**config.mk**
```make
export PLATFORM = sky130hd
export DESIGN_NAME = output_bcd_converter
export DESIGN_NICKNAME = d
export VERILOG_FILES = /design/src/rtl/output_bcd_converter.sv
export SDC_FILE = /design/constraint.sdc
export NUM_CORES = 1
export LEC_CHECK = 0
export CELL_PAD_IN_SITES_DETAIL_PLACEMENT = 1
export CELL_PAD_IN_SITES_GLOBAL_PLACEMENT = 1
export CORE_MARGIN = 3
export CORE_UTILIZATION = 41
export CTS_CLUSTER_SIZE = 25
export DETAILED_ROUTE_END_ITERATION = 8
export PLACE_DENSITY = 0.86
export SLEW_MARGIN = 25
export SYNTH_ARGS = -nofsm -noshare
export SYNTH_HDL_FRONTEND = slang
export SYNTH_SLANG_ARGS = --single-unit
```
**constraint.sdc**
```tcl
create_clock -name Clock -period 4.9 [get_ports Clock]
set_input_delay 0.98 -clock Clock [delete_from_list [all_inputs] [get_ports Clock]]
set_output_delay 0.98 -clock Clock [all_outputs]
set_load 0.005 [all_outputs]
```
**src/rtl/output_bcd_converter.sv**
```systemverilog
// Binary-to-BCD converter for the display output path.
// Iterative divide-by-10, one digit per clock, start/done handshake, overflow flag.
// Optional signed input: define OUTPUT_BCD_SIGNED_EN to treat `data` as two's complement
// and report the sign on `neg`; otherwise `neg` is tied low and no sign logic exists.
module output_bcd_converter #(
    parameter int unsigned WIDTH  = 16,
    parameter int unsigned DIGITS = 5
) (
    input  logic                  Clock,
    input  logic                  Reset,
    input  logic                  start,
    input  logic [WIDTH-1:0]      data,
    output logic                  busy,
    output logic                  done,
    output logic [4*DIGITS-1:0]   bcd,
    output logic                  overflow,
    output logic                  neg
);

    localparam int unsigned CntW = $clog2(DIGITS + 1);

    typedef enum logic [1:0] {StIdle, StConv, StDone} state_e;

    state_e                state_q, state_d;
    logic [WIDTH-1:0]      num_q, num_d;
    logic [4*DIGITS-1:0]   shreg_q, shreg_d;
    logic [CntW-1:0]       cnt_q, cnt_d;
    logic [4*DIGITS-1:0]   bcd_q, bcd_d;
    logic                  ovf_q, ovf_d;
    logic                  done_q, done_d;
    logic [WIDTH-1:0]      mag;
    logic [3:0]            digit;

`ifdef OUTPUT_BCD_SIGNED_EN
    logic                  sign_q, sign_d;
    logic                  neg_q, neg_d;

    // Unsigned WIDTH-bit negate so the most negative value maps to 2^(WIDTH-1).
    always_comb begin
        mag = data[WIDTH-1] ? (~data + WIDTH'(1)) : data;
    end
`else
    always_comb begin
        mag = data;
    end
`endif

    // Next-state logic for the conversion FSM and its working registers.
    always_comb begin
        state_d = state_q;
        num_d   = num_q;
        shreg_d = shreg_q;
        cnt_d   = cnt_q;
        bcd_d   = bcd_q;
        ovf_d   = ovf_q;
        done_d  = 1'b0;
        digit   = 4'(num_q % WIDTH'(10));
`ifdef OUTPUT_BCD_SIGNED_EN
        sign_d  = sign_q;
        neg_d   = neg_q;
`endif
        unique case (state_q)
            StIdle: begin
                if (start) begin
                    num_d   = mag;
                    shreg_d = '0;
                    cnt_d   = '0;
`ifdef OUTPUT_BCD_SIGNED_EN
                    sign_d  = data[WIDTH-1];
`endif
                    state_d = StConv;
                end
            end
            StConv: begin
                num_d = num_q / WIDTH'(10);
                // New digit enters at the top; after DIGITS shifts the first lands in digit 0.
                shreg_d = shreg_q >> 4;
                shreg_d[4*DIGITS-1 -: 4] = digit;
                cnt_d = cnt_q + CntW'(1);
                if (cnt_q == CntW'(DIGITS - 1)) begin
                    state_d = StDone;
                end
            end
            StDone: begin
                bcd_d   = shreg_q;
                ovf_d   = (num_q != '0);
`ifdef OUTPUT_BCD_SIGNED_EN
                neg_d   = sign_q;
`endif
                done_d  = 1'b1;
                state_d = StIdle;
            end
            default: begin
                state_d = StIdle;
            end
        endcase
    end

    // State and datapath registers; reset abandons any conversion in flight.
    always_ff @(posedge Clock or negedge Reset) begin
        if (!Reset) begin
            state_q <= StIdle;
            num_q   <= '0;
            shreg_q <= '0;
            cnt_q   <= '0;
            bcd_q   <= '0;
            ovf_q   <= 1'b0;
            done_q  <= 1'b0;
`ifdef OUTPUT_BCD_SIGNED_EN
            sign_q  <= 1'b0;
            neg_q   <= 1'b0;
`endif
        end else begin
            state_q <= state_d;
            num_q   <= num_d;
            shreg_q <= shreg_d;
            cnt_q   <= cnt_d;
            bcd_q   <= bcd_d;
            ovf_q   <= ovf_d;
            done_q  <= done_d;
`ifdef OUTPUT_BCD_SIGNED_EN
            sign_q  <= sign_d;
            neg_q   <= neg_d;
`endif
        end
    end

    // Outputs come straight from registers.
    always_comb begin
        busy     = (state_q != StIdle);
        done     = done_q;
        bcd      = bcd_q;
        overflow = ovf_q;
`ifdef OUTPUT_BCD_SIGNED_EN
        neg      = neg_q;
`else
        neg      = 1'b0;
`endif
    end

endmodule
```
==> impl_metrics.csv, run 1 <==
group,metric,value,unit
critical_path,cp-start-kind,"register",
critical_path,slowest_stage,"dfrtp_2",
sta,worstMarginPinSlew,1.04,ns
layout,fin_area,7430,sq um
outcome,violations,"setup timing",
layout,layout.cells.non_filler,847,
logic_synthesis,syn_inst,530,
route,num_vias,6174,
route,drt-total-wl,28200,microns
die,fp.dieW,114,microns
sta,setup_ws,-0.869,ns
logic_synthesis,synthDistinctLibCells,95,
critical_path,worst_setup_path_end_kind,"register",
sta,tns,-4.06,ns
global_routing,gr-total-overflow,0,
sta,maxSlewViolCount,0,
place,place.gp.congestion,0.936,
sta,relSlewSlack,0.306,
critical_path,crit_type,"register to register",
clock_tree,cts_buffers,9,
sta,period_share,1.18,
sta,finalSetupViolations,7,
global_routing,antenna_found_initial,1,
clock_tree,cts_root_buf,"clkbuf_16",
outcome,status,"complete, but fails checks",
hold_path,min_path_type,"register to register",
die,rows,38,
route,drt-initial-drc-count,747,
sta,clock_skew,0.0207,ns
clock_tree,postCtsHoldBufs,0,
logic_synthesis,avgSynthCellArea,8.99,sq um
place,io_buffers,41,
die,ios,43,
critical_path,slowest_delay,0.46,ns
place,dp_hpwl,13100,microns
logic_synthesis,syn-num-nets,552,
clock_tree,clock_latency,0.36,ns
layout,drive_gt1_frac,0.448,
logic_synthesis,synthArstFlopShare,1.00,
critical_path,crit_arrival,6.01,ns
global_routing,grt_max_degree,64,
place,post_dp_cell_area,6080,sq um
critical_path,crit_fanout,6,
clock_tree,clk_pin_slew,0.08,ns
clock_tree,htreeDepth,3,
clock_tree,cts_num_sinks,63,
global_routing,grt_pass1_vias,6133,
sta,rsz0062_at_grt,"true",
layout,syn2layout_area_growth,55.8,%
route,drc,0,
critical_path,critPathRequiredTime,5.15,ns
critical_path,crit_top_cell,"buf_4",
sta,period_needed,5.77,ns
layout,antenna_cells,0,
die,coreArea,11100,sq um
layout,nNetsFinal,724,
job,max_cap_viol_count,0,
route,drt-pass1-iter-count,5,
clock_tree,cts.path.max_buffers,2,
route,wl_per_cell,33.3,microns
global_routing,gr-usage-all-layers,0.366,
logic_synthesis,ys_seq_area_frac,0.331,
logic_synthesis,synth_edf_count,0,
die,dieArea,13000,sq um
sta,hold_slack,0.536,ns
logic_synthesis,syn_area,4770,sq um
die,initial_core_util,0.430,
sta,finalHoldViolCount,0,
route,antenna_left,0,
layout,mostFrequentLayoutCells,"buf_4, dfrtp_1, clkdlybuf4s50_1, nor2_1",
clock_tree,cts_tree,"yes",
route,routed_via_density,7.29,
layout,layout_commonest_cell,"buf_4",
logic_synthesis,ys_seq_elements,63,
logic_synthesis,synth_ff_type,"dfrtp_1",
die,die_height,114,microns
logic_synthesis,synth-warning-count,0,
place,dp.cells,772,
global_routing,grt_pass1_wl,36200,microns
sta,fmax,173,MHz
[logic make-up (layout without fill, tap and decap cells)]
family / after synthesis / after routing / synth area share
other: 1 / 1 / 0.000787
adder cells (fa/ha/maj): 6 / 6 / 0.0142
AND/OR/NAND/NOR: 178 / 178 / 0.209
AO/OA/AOI/OAI: 185 / 185 / 0.308
multiplexers: 27 / 27 / 0.0627
XOR/XNOR: 8 / 8 / 0.0147
buffers and inverters: 62 / 239 / 0.0596
flip-flops: 63 / 63 / 0.331
[through the flow]
| step | worst slack [ns] | util |
|---|---|---|
| after detailed placement | -0.551 | 0.549 |
| after global routing | -0.936 | 0.671 |
| after floorplan | -0.0935 | - |
| final | -0.869 | 0.671 |
| after CTS | -0.450 | 0.622 |
| after global placement | -0.237 | 0.548 |
[sequential cells by signal, indices dropped and copies added (netlist names)]
register and cells:
state_q 2, done 1, bcd 20, num_q 16
shreg_q 20, overflow 1, cnt_q 3
[cells in the mapped netlist (11+ instances only)]
cell type   n  area share
nand2_1    30       0.024
dfrtp_1    63        0.33
mux2_2     23       0.054
nand3_1    22       0.023
buf_2      11       0.012
clkbuf_1   27       0.021
a21oi_1    25       0.026
a22o_1     17       0.031
o21ai_0    36       0.038
nand4_1    11       0.014
inv_1      13       0.010
nor2_1     33       0.026
[metal layers]
layer	vias up	global-route usage	part of all wire
met5	-	0	0.00046
met4	2	0.226	0.090
met3	205	0.0690	0.085
met2	513	0.646	0.48
met1	3073	0.404	0.35
li1	2381	-	-
[final cells by class]
type	count	area [sq um]
clock inverters	7	48.8
clock buffers	9	225
multi-input cells	405	3560
inverters	16	60.1
fillers	1170	3650
repair buffers	207	1770
flip-flops and latches	63	1580
well taps	140	175
[path summary, 6_finish.rpt]
check	start	to	slack, ns	cells past startpoint
worst max-delay path	num_q[12]	shreg_q[18]	-0.87	26
worst min-delay path	shreg_q[0]	shreg_q[0]	0.54	1
worst max register to register	num_q[12]	shreg_q[18]	-0.87	26
worst min register to register	shreg_q[0]	shreg_q[0]	0.54	1
max in group asynchronous	Reset	num_q[15]	3.46	2
min in group asynchronous	Reset	shreg_q[10]	0.83	2
[critical path, delay by kind of cell (launching register included)]
kind                     cells  cell delay [ns]
AO/OA/AOI/OAI               12             2.65
XOR/XNOR                     1             0.21
adder cells (fa/ha/maj)      2             0.60
buffers and inverters        6             0.99
flip-flops                   1             0.46
AND/OR/NAND/NOR              5             0.76
[repair_timing]
action	4_1_cts	5_1_grt
endpoints found under the setup margin	5	6
buffers inserted	33	31
pin swaps	39	43
gates resized for setup	65	57
Power of run 1 is left out: the tool's default activity adds up to more than one toggle a clock period on the data nets, which glitch-free logic cannot reach.
==> run 2: changes to the inputs <==
- CAP_MARGIN: unset -> 5
==> results of run 2 <==
No change in the layout: final DEF, timing and power equal those of run 1.
Power of run 2 is left out for the same reason.
==> run 3: changes to the inputs <==
- ABC_AREA: unset -> 0
- CORE_MARGIN: 3 -> unset
==> run 3 against run 2 <==
  * Register-to-register slack gained 0.25 ns
  * Sequential share of layout area is 0.54 points higher
  * Clock skew decreased by 0.0046 ns
  * The flow finishes with violations (DRC, setup timing)
==> impl_metrics.csv, run 3 (synthesis results as in run 1) <==
group,metric,value,unit
route,drt-initial-drc-count,472,
route,num_vias,5538,
global_routing,grt_pass1_wl,34300,microns
sta,fmax,181,MHz
die,coreArea,11400,sq um
critical_path,crit_fanout,5,
layout,drive_gt1_frac,0.414,
layout,layout.cells.non_filler,834,
sta,finalSetupViolations,5,
hold_path,min_path_type,"register to register",
route,drc,2,
global_routing,grt_max_degree,41,
critical_path,cp-start-kind,"register",
layout,nNetsFinal,708,
die,ios,43,
layout,layout_commonest_cell,"buf_4",
place,io_buffers,41,
sta,setup_ws,-0.620,ns
die,initial_core_util,0.419,
critical_path,crit_arrival,5.73,ns
outcome,status,"complete, but fails checks",
layout,nFillCells,1230,
layout,syn2layout_area_growth,51.9,%
outcome,violations,"DRC, setup timing",
route,antenna_left,0,
place,post_dp_cell_area,6140,sq um
die,rows,39,
layout,ff_latch_area,1580,sq um
clock_tree,cts_buffers,9,
global_routing,gr-usage-all-layers,0.391,
sta,finalHoldViolCount,0,
global_routing,grt_pass1_vias,5972,
layout,multiInputGateArea,3420,sq um
die,fp.dieW,110,microns
sta,period_share,1.13,
clock_tree,clock_latency,0.36,ns
sta,relSlewSlack,0.464,
critical_path,worst_setup_path_end_kind,"register",
layout,antenna_cells,0,
sta,maxSlewViolCount,0,
job,max_cap_viol_count,0,
die,die_height,110,microns
clock_tree,postCtsHoldBufs,0,
layout,fin_area,7240,sq um
critical_path,crit_type,"register to register",
clock_tree,cts.path.max_buffers,2,
route,routed_via_density,6.64,
clock_tree,cts_root_buf,"clkbuf_16",
clock_tree,clk_pin_slew,0.07,ns
route,drt-pass1-iter-count,7,
sta,worstMarginPinSlew,0.804,ns
sta,clock_skew,0.0161,ns
place,dp.cells,782,
global_routing,antenna_found_initial,0,
global_routing,gr-total-overflow,0,
clock_tree,cts_num_sinks,63,
critical_path,critPathRequiredTime,5.11,ns
sta,period_needed,5.52,ns
route,drt-total-wl,23300,microns
place,place.gp.congestion,0.884,
sta,rsz0062_at_grt,"true",
route,wl_per_cell,28.0,microns
place,dp_hpwl,12900,microns
layout,mostFrequentLayoutCells,"buf_4, dfrtp_1, clkdlybuf4s50_1, nor2_1, nand2_1",
die,dieArea,12100,sq um
clock_tree,cts_tree,"yes",
clock_tree,htreeDepth,3,
run 3: cell count changes in the layout (fill, tap and decap cells not counted), sizes merged:
cell,before,now
buf,167,151
bufinv,0,3
clkinv,7,4
clkbuf,9,11
clkinvlp,1,0
inv,15,14
run 3: metrics by stage:
step | hold WS (ns) | util | TNS, ns | worst slack (ns)
floorplan | 0.462 | - | -0.157 | -0.0935
global placement | 0.483 | 0.540 | -1.67 | -0.463
detailed placement | 0.501 | 0.540 | -2.84 | -0.698
CTS | 0.513 | 0.615 | -2.07 | -0.574
global route | 0.530 | 0.637 | -3.36 | -0.780
finish | 0.514 | 0.637 | -2.36 | -0.620
run 3: layout make-up:
type                       count  area share
clock inverter                 5      0.0143
sequential                    63       0.218
inverter                      16     0.00829
multi-input combinational    405       0.472
timing repair buffer         191       0.228
tap                          143      0.0247
clock buffer                  11      0.0349
run 3: what timing repair did:
| action | CTS | global route |
|---|---|---|
| buffers inserted | 25 | 10 |
| gates resized for setup | 54 | 41 |
| pin swaps | 29 | 32 |
| setup endpoints to repair | 6 | 6 |
| cloned | 2 | 0 |
| hold endpoints to repair | 0 | 0 |
run 3: per-layer routing:
metal	share of wire	wire, microns	GRT usage	up-vias
met5	0	0	0	-
met4	0.071	1660	0.299	0
met3	0.066	1530	0.106	123
met2	0.50	11700	0.668	273
met1	0.36	8440	0.407	2791
li1	-	-	-	2351
run 3: critical path, cell delays in order (launching register included):
cell	delay, ns
dfrtp_2	0.44
or3_4	0.41
a221o_1	0.36
a21oi_4	0.24
buf_4	0.15
a21oi_2	0.10
o31a_4	0.41
buf_4	0.15
nor3_4	0.21
o31ai_4	0.12
buf_4	0.16
buf_4	0.13
o2111ai_1	0.18
nand4_1	0.20
o21ai_1	0.21
o41ai_2	0.10
buf_4	0.15
or4_4	0.52
o31ai_4	0.28
a21oi_4	0.07
xor2_2	0.20
ha_4	0.32
nor2_4	0.03
o21ai_2	0.08
o211ai_1	0.14
run 3: path summary, 6_finish.rpt:
path                       cells after the start       from          end  slack (ns)
setup / recovery                              24  num_q[11]  shreg_q[18]       -0.62
hold / removal                                 1     bcd[0]       bcd[0]        0.51
setup reg to reg                              24  num_q[11]  shreg_q[18]       -0.62
hold reg to reg                                1     bcd[0]       bcd[0]        0.51
max in group asynchronous                      2      Reset         done        3.28
min in group asynchronous                      1      Reset   shreg_q[3]        0.63
Power of run 3 is left out for the same reason.
